==> src/rtl/seg_scan.sv <==
// Four-digit multiplexed seven-segment driver. Advances one digit per rising edge of
// the slow scan input, with a fixed anode-off gap between digits and a per-frame snapshot.

module seg_digit #(
    parameter int IDX = 0,
    parameter bit LZS = 1'b0
) (
    input  logic [3:0] nib,
    input  logic       dp_req,
    input  logic       blank_req,
    input  logic       upper_zero,
    output logic [3:0] an_val,
    output logic [6:0] seg_val,
    output logic       dp_val
);
    // Digit 0 always shows something, even when the whole value is zero
    localparam bit         ZS_OK = LZS && (IDX != 0);
    localparam logic [3:0] AN_ON = ~(4'b0001 << IDX);

    logic       sup;
    logic [6:0] dec;

    always_comb begin
        dec = 7'h7F;
        case (nib)
            4'h0: dec = 7'h40;
            4'h1: dec = 7'h79;
            4'h2: dec = 7'h24;
            4'h3: dec = 7'h30;
            4'h4: dec = 7'h19;
            4'h5: dec = 7'h12;
            4'h6: dec = 7'h02;
            4'h7: dec = 7'h78;
            4'h8: dec = 7'h00;
            4'h9: dec = 7'h10;
            4'hA: dec = 7'h08;
            4'hB: dec = 7'h03;
            4'hC: dec = 7'h46;
            4'hD: dec = 7'h21;
            4'hE: dec = 7'h06;
            4'hF: dec = 7'h0E;
            default: dec = 7'h7F;
        endcase
    end

    assign sup     = blank_req | (ZS_OK & upper_zero);
    assign an_val  = sup ? 4'b1111 : AN_ON;
    assign seg_val = sup ? 7'h7F : dec;
    assign dp_val  = sup ? 1'b1 : ~dp_req;
endmodule

module seg_scan #(
    parameter logic [15:0] BLANK_CYC = 16'd100,
    parameter logic        LZS       = 1'b0
) (
    input  logic        clk,
    input  logic        reset,
    input  logic        scan_in,
    input  logic [15:0] data,
    input  logic [3:0]  dp,
    input  logic [3:0]  blank,
    output logic [3:0]  an,
    output logic [6:0]  seg,
    output logic        dp_out
);
    localparam int NUM_DIG = 4;

    localparam logic [1:0] ST_IDLE  = 2'd0;
    localparam logic [1:0] ST_BLANK = 2'd1;
    localparam logic [1:0] ST_SHOW  = 2'd2;

    logic [1:0]  state;
    logic [1:0]  idx;
    logic [1:0]  idx_nxt;
    logic [15:0] cnt;
    logic        s1, s2, s3;
    logic        rise;

    logic [NUM_DIG-1:0][3:0] data_snap;
    logic [NUM_DIG-1:0]      dp_snap;
    logic [NUM_DIG-1:0]      blank_snap;

    logic [NUM_DIG-1:0]      nib_zero;
    logic [NUM_DIG-1:0]      run_zero;
    logic [NUM_DIG-1:0][3:0] an_lane;
    logic [NUM_DIG-1:0][6:0] seg_lane;
    logic [NUM_DIG-1:0]      dp_lane;

    assign rise    = s2 & ~s3;
    assign idx_nxt = idx + 2'd1;

    // run_zero[i]: nibbles i..3 of the snapshot are all zero
    genvar gi;
    generate
        for (gi = 0; gi < NUM_DIG; gi++) begin : g_dig
            assign nib_zero[gi] = (data_snap[gi] == 4'h0);
            if (gi == NUM_DIG-1) begin : g_top
                assign run_zero[gi] = nib_zero[gi];
            end else begin : g_low
                assign run_zero[gi] = nib_zero[gi] & run_zero[gi+1];
            end

            seg_digit #(.IDX(gi), .LZS(LZS)) u_dig (
                .nib        (data_snap[gi]),
                .dp_req     (dp_snap[gi]),
                .blank_req  (blank_snap[gi]),
                .upper_zero (run_zero[gi]),
                .an_val     (an_lane[gi]),
                .seg_val    (seg_lane[gi]),
                .dp_val     (dp_lane[gi])
            );
        end
    endgenerate

    always_ff @(posedge clk) begin
        if (!reset) begin
            s1         <= 1'b0;
            s2         <= 1'b0;
            s3         <= 1'b0;
            state      <= ST_IDLE;
            idx        <= 2'd3;
            cnt        <= 16'd0;
            data_snap  <= '0;
            dp_snap    <= '0;
            blank_snap <= '0;
            an         <= 4'b1111;
            seg        <= 7'h7F;
            dp_out     <= 1'b1;
        end else begin
            s1 <= scan_in;
            s2 <= s1;
            s3 <= s2;
            case (state)
                ST_IDLE, ST_SHOW: begin
                    if (rise) begin
                        state  <= ST_BLANK;
                        idx    <= idx_nxt;
                        an     <= 4'b1111;
                        seg    <= 7'h7F;
                        dp_out <= 1'b1;
                        cnt    <= BLANK_CYC - 16'd1;
                        // Frame boundary: freeze inputs so a frame never mixes old and new digits
                        if (idx_nxt == 2'd0) begin
                            data_snap  <= data;
                            dp_snap    <= dp;
                            blank_snap <= blank;
                        end
                    end
                end
                ST_BLANK: begin
                    if (cnt == 16'd0) begin
                        state  <= ST_SHOW;
                        an     <= an_lane[idx];
                        seg    <= seg_lane[idx];
                        dp_out <= dp_lane[idx];
                    end else begin
                        cnt <= cnt - 16'd1;
                    end
                end
                default: state <= ST_IDLE;
            endcase
        end
    end
endmodule

==> config.mk <==
export PLATFORM = sky130hd
export DESIGN_NAME = seg_scan
export DESIGN_NICKNAME = d
export VERILOG_FILES = /design/src/rtl/seg_scan.sv
export SDC_FILE = /design/constraint.sdc
export NUM_CORES = 1
export LEC_CHECK = 0
export CAP_MARGIN = 20
export CORE_ASPECT_RATIO = 0.7
export CORE_UTILIZATION = 57
export CTS_CLUSTER_SIZE = 30
export DETAILED_ROUTE_END_ITERATION = 16
export GPL_TIMING_DRIVEN = 0
export PLACE_DENSITY = 0.76
export SLEW_MARGIN = 20
export SYNTH_ARGS = -nofsm -noshare
export SYNTH_HDL_FRONTEND = slang
export SYNTH_SLANG_ARGS = --single-unit
==> constraint.sdc <==
create_clock -name clk -period 3.2 [get_ports clk]
set_input_delay 0.64 -clock clk [delete_from_list [all_inputs] [get_ports clk]]
set_output_delay 0.64 -clock clk [all_outputs]
set_load 0.03 [all_outputs]
Word level (Yosys, flattened, before mapping)

Memory sizes are Yosys's and may differ from the RTL's. A register that Yosys moved wholly into a read port is not among the register bits.
Index checks and enable logic that the tools add are counted.

Muxes and demuxes: 41
Eq/ne operators: 5
Order comparisons: 1
Bitwise gates (word level): 6
Add/subtract/negate cells: 2
Reduce and logical (&&, ||, !) cells: 10

Operators with widths:

| cell                                                                  | number |
|---|---|
| 7-bit 2-to-1 mux                                                      | 7 |
| 4-bit 2-to-1 mux                                                      | 12 |
| 16-bit 2-to-1 mux                                                     | 2 |
| 16-bit case mux with 2 select lines                                   | 1 |
| 16-bit zero test                                                      | 1 |
| 16-bit by 1-bit subtractor with 16-bit output, second input constant  | 1 |
| 7-bit binary-select mux with 2-bit select                             | 1 |
| 7-bit case mux with 2 select lines                                    | 1 |
| 3-bit AND reduction                                                   | 3 |
| 4-bit binary-select mux with 2-bit select                             | 1 |
| 1-bit 2-to-1 mux                                                      | 8 |
| 4-bit case mux with 2 select lines                                    | 1 |
| 2-bit 2-to-1 mux                                                      | 3 |
| 2-bit != test, second input constant                                  | 3 |
| 1-bit inverter                                                        | 5 |
| 2-bit zero test                                                       | 2 |
| 2-bit case mux with 2 select lines                                    | 1 |
| 2-bit AND reduction                                                   | 2 |
| 2-bit by 3-bit < comparator with 1-bit output, second input constant  | 1 |
| 3-bit 2-to-1 mux                                                      | 1 |
| 2-bit by 1-bit adder with 2-bit output, second input constant         | 1 |
| 1-bit binary-select mux with 2-bit select                             | 1 |
| 2-bit by 1-bit equality test with 1-bit output, second input constant | 1 |
| 2-bit equality test, second input constant                            | 1 |
| 4 further kinds                                                       | 4 |

Memory bits (read-only): 448
Input bits: 27
Flip-flop bits (word level): 59
Memories: 4

Memory list:

| name            | words | width | rd ports | clocked after Yosys merged registers in | write ports | RTL line | RTL |
|---|---|---|---|---|---|---|---|
| (no name shown) | 16    | 7     | 1        | 1                                       | 0           | 25       | `case (nib)` |
| (no name shown) | 16    | 7     | 1        | 1                                       | 0           | 25       |  |
| (no name shown) | 16    | 7     | 1        | 1                                       | 0           | 25       |  |
| (no name shown) | 16    | 7     | 1        | 1                                       | 0           | 25       |  |

Logic depth before layout (Yosys ltp)

Word-level depth: 6
Gate-level depth with buffers: 12
Mapped depth without buffers: 9

Cells and area by module

From an unflattened synthesis, not the netlist that was laid out.

Cell total of the unflattened synthesis: 480
Area, all modules: 4,162.7 um^2

By module, submodules not included:

| module    | area an instance (um^2) | sequential area each (um^2) | cells an instance | times used |
|---|---|---|---|---|
| seg_scan  | 2,816.5                 | 1,181.1                     | 316               | 1 |
| seg_digit | 336.6                   | 0.0                         | 41                | 4 |

Worst setup path after synthesis

OpenSTA, ideal clock, no wires.

Path kind: reg2reg
Start: reg idx[0]
End: reg, netlist name g_dig[3].u_dig.dec[3]
Stages on the path, launching flop included: 10
Buffers on the path: 2
Required time: 3.064 ns
Path slack: 0.835 ns
Library setup time: 0.136 ns
Data arrival time: 2.229 ns
Cell sequence: dfxtp_1 ha_1 nand4bb_1 buf_6 buf_12 nand2_1 a21oi_1 inv_1 ha_1 mux4_1

Cells in the longest elaborated chain, start to end: 5

RTL lines:

| item                                     | RTL line | RTL |
|---|---|---|
| start: declaration                       | 73       | `logic [1:0] idx;` |
| start signal: assignment                 | 137      | `idx <= idx_nxt;` |
| 2-bit by 1-bit adder with 2-bit output   | 90       | `assign idx_nxt = idx + 2'd1;` |
| 2-bit zero test                          | 143      | `if (idx_nxt == 2'd0) begin` |
| 3-bit AND reduction (no line)            | -        |  |
| 4-bit 2-to-1 mux (no line) (2 in series) | -        |  |

No other way between the ends.
A chain may end at the register's enable or synchronous reset.

Worst setup path in the final report

Start: in reset
End: reg, netlist name g_dig[3].u_dig.dec[3]

Cells in the longest elaborated chain, start to end: 1

RTL lines:

| item                       | RTL line | RTL |
|---|---|---|
| start: declaration         | 57       | `input logic reset,` |
| 4-bit 2-to-1 mux (no line) | -        |  |

No other way between the ends.

==> results.py <==
metrics = {
    "sta": {
        "setup_viol": 0,
        "rsz0062_at_grt": "no",
        "worst_pin_slew_ps": 821.4,
        "setup_tns_ps": 0,
        "holdWs_ps": 446.7,
        "final.setup_skew_ps": 10.00,
        "drv_slew": 0,
        "hold_viol_final": 0,
        "finalCritPeriodShare_pct": 94.34,
        "max_freq_mhz": 331.2,
        "fin_crit_ps": 3019,
        "finalWorstSetupSlack_ps": 181.0,
        "maxSlewHeadroom_pct": 44.82,
    },
    "detailed_routing": {
        "drtIter0Drc": 302,
        "route.detailed.drc": 0,
        "wl_per_cell_um": 16.94,
        "firstDrtPassIters": 5,
        "via_count": 3480,
        "drtAntennaViolNets": 0,
        "routed_wl_um": 10100,
        "avgViaCountPerCell": 5.839,
    },
    "yosys": {
        "ys_ff_latch": 87,
        "syn-num-nets": 501,
        "ys.flop_type": "dfxtp_1",
        "yosysSeqAreaShare_pct": 40.88,
        "synthArstFlopShare_pct": 0,
        "synth-edff-count": 0,
        "synthesis.area_um2": 4260,
        "ys_types": 56,
        "ys_warn_count": 0,
        "netlist_instances": 448,
        "postSynthAreaPerCell_um2": 9.510,
    },
    "critical_path": {
        "endpoint_kind": "flop",
        "critPathSlowestCell": "clkdlybuf4s50_1",
        "start_kind": "input pin",
        "required_ps": 3430,
        "cp_num_buf_inv": 5,
        "crit_chain": "clkdlybuf4s50_1, buf_4, inv_2, buf_1, a21oi_2, inv_1, ha_1, mux4_1",
        "cpPeakStageDelay_ps": 560,
        "critical-path-top-delay-family": "buffers and inverters",
        "crit_arrival_ps": 3250,
        "path_max_fanout": 10,
        "timing_worst_setup_path_type": "input pin to flop",
    },
    "clocking": {
        "clk_path_buf_depth": 2,
        "cts_buffers": 9,
        "postCtsSetupBuffers": 0,
        "clock_latency_ps": 370,
        "ctsHoldBuffers": 0,
        "ctsHtreeMaxLevel": 3,
        "root_buffer": "clkbuf_8",
        "clk_pin_slew_ps": 80,
        "post_cts_resized": 0,
        "clock_sinks": 87,
        "tritoncts": "yes",
    },
    "pwr": {
        "power.density_nw_per_um2": 485.0,
        "total_power_mw": 2.414,
        "leakage_nw": 1.944,
        "swShare_pct": 27.42,
        "vdd_drop_max_v": 0.0003840,
        "p_clk_share_pct": 34.9,
        "p_comb_share_pct": 16.5,
        "power.internal_mw": 1.752,
        "power_frac_seq_pct": 48.6,
        "switching_power_uw": 662.1,
    },
    "layout": {
        "nNetsFinal": 550,
        "postLayoutCoreUtil_pct": 71.37,
        "instances_no_fill": 596,
        "diodes": 0,
        "layout-drive-gt1-share_pct": 13.35,
        "postLayoutCellArea_um2": 4979,
        "syn2layout_area_growth_pct": 16.86,
    },
    "die": {
        "core_area_um2": 6975,
        "initial_core_util_pct": 61.08,
        "io_pins": 39,
        "die_w_um": 105.3,
        "dieHeight_um": 74.33,
        "rows": 25,
        "dieArea_um2": 7829,
    },
    "place": {
        "place_ws_ps": -187.3,
        "port-buffer-count": 38,
        "gp_congestion": 0.8975,
        "post_dp_cell_area_um2": 4758,
        "dpl.hpwl_um": 7466,
        "placed_cells": 580,
    },
    "grt": {
        "grt_max_degree": 16,
        "gr-total-overflow": 0,
        "globalRouteTotalUtil_pct": 27.02,
        "grt_pass1_wl_um": 16010,
        "grt_pass1_vias": 3176,
        "antenna_found_initial": 0,
    },
    "worst_hold_path": {
        "hold_path_class": "flop to flop",
    },
    "run": {
        "maxCapViolCount": 0,
    },
    "status": {
        "outcome": "finished clean",
    },
}
## power groups by stage
stage,clock (mW),sequential (mW),combinational (mW)
after floorplan,0,1.20,0.270
after detailed placement,0,1.20,0.394
after global placement,0,1.20,0.382
after CTS,0.853,1.17,0.396
final,0.842,1.17,0.399
after global routing,0.898,1.18,0.434
## layer usage
metal / track usage (%) / vias up / share of wire (%)
met1: 39.91 / 1621 / 51
li1: - / 1717 / -
met3: 6.135 / 11 / 6.9
met4: 6.886 / 0 / 0.98
met5: 0 / - / 0
met2: 39.99 / 131 / 41
## cell usage after synthesis (5+ instances only)
cell type	count	area, um2
dfxtp_1	87	1742
nand2_1	60	225.2
a21oi_1	32	160.2
ha_1	26	325.3
o22ai_1	24	150.1
nor2_1	22	82.58
inv_1	17	63.81
and2_1	10	62.56
o21ai_0	10	50.05
clkbuf_1	8	30.03
nor3_1	8	40.04
o22a_1	8	70.07
xor2_1	8	70.07
mux2_4	7	105.1
o221ai_1	7	61.31
or3_1	7	43.79
xnor2_1	7	61.31
inv_2	6	22.52
mux2i_1	6	60.06
nand3_1	6	30.03
nand2b_1	5	31.28
nor4_1	5	31.28
## path summary, 6_finish.rpt
kind                        from                             to  slack, ps  depth (start not counted)
max reg2reg  idx[0]$_SDFFE_PN1P_  g_dig[1].u_dig.dec[3]$_DFF_P_        300                          9
min reg2reg        s1$_SDFF_PN0_                  s2$_SDFF_PN0_        450                          1
max                        reset  g_dig[3].u_dig.dec[3]$_DFF_P_        180                          8
min                s1$_SDFF_PN0_                  s2$_SDFF_PN0_        450                          1
## logic make-up (layout without fill, tap and decap cells)
kind of cell	Yosys count	after routing	synth area share [%]
compound gates	106	106	17.97
fa+ha+maj	26	26	7.636
buf+inv	44	98	4.963
simple gates	152	152	18.94
xor+xnor	15	15	3.084
flops	87	87	40.88
mux	18	18	6.520
## state kept, by name, summed over array words and instances, names as in the netlist
register,count
an,4
blank_snap,4
s1,1
s2,1
data_snap,16
s3,1
state,2
idx,2
seg,7
cnt,16
dp_out,1
g_dig.u_dig.dec,28
dp_snap,4
## layout make-up
cell class	count	area [um2]
multi-input cells	317	2307
flip-flops and latches	87	1742
repair buffers	38	380.4
fillers	527	1997
clock inverters	7	96.34
inverters	26	105.1
well taps	94	117.6
clock buffers	9	123.9
plain buffers	18	106.4
## cells in the final DEF (no fill, tap or decap), types with 3 or more instances in the layout
cell type	n
mux4_1	3
clkdlybuf4s50_1	38
a21oi_2	4
ha_1	26
xnor2_1	7
inv_2	6
nor2_1	22
o22a_1	8
inv_4	3
nand2_4	4
or3_1	7
and2_1	10
o21ai_0	10
nand2b_1	5
o32ai_1	4
mux2_4	7
o221ai_1	7
inv_1	17
nor4b_1	4
nand3_1	6
nor3_1	8
nor4_1	5
a21oi_1	32
clkbuf_8	9
nand4_1	4
or2_2	3
dfxtp_1	87
mux2i_1	6
o22ai_1	24
buf_1	3
xor2_1	8
o221a_2	4
nand2_1	60
a31oi_4	4
clkbuf_1	8
buf_2	3
(Power assumes the default switching activity.)
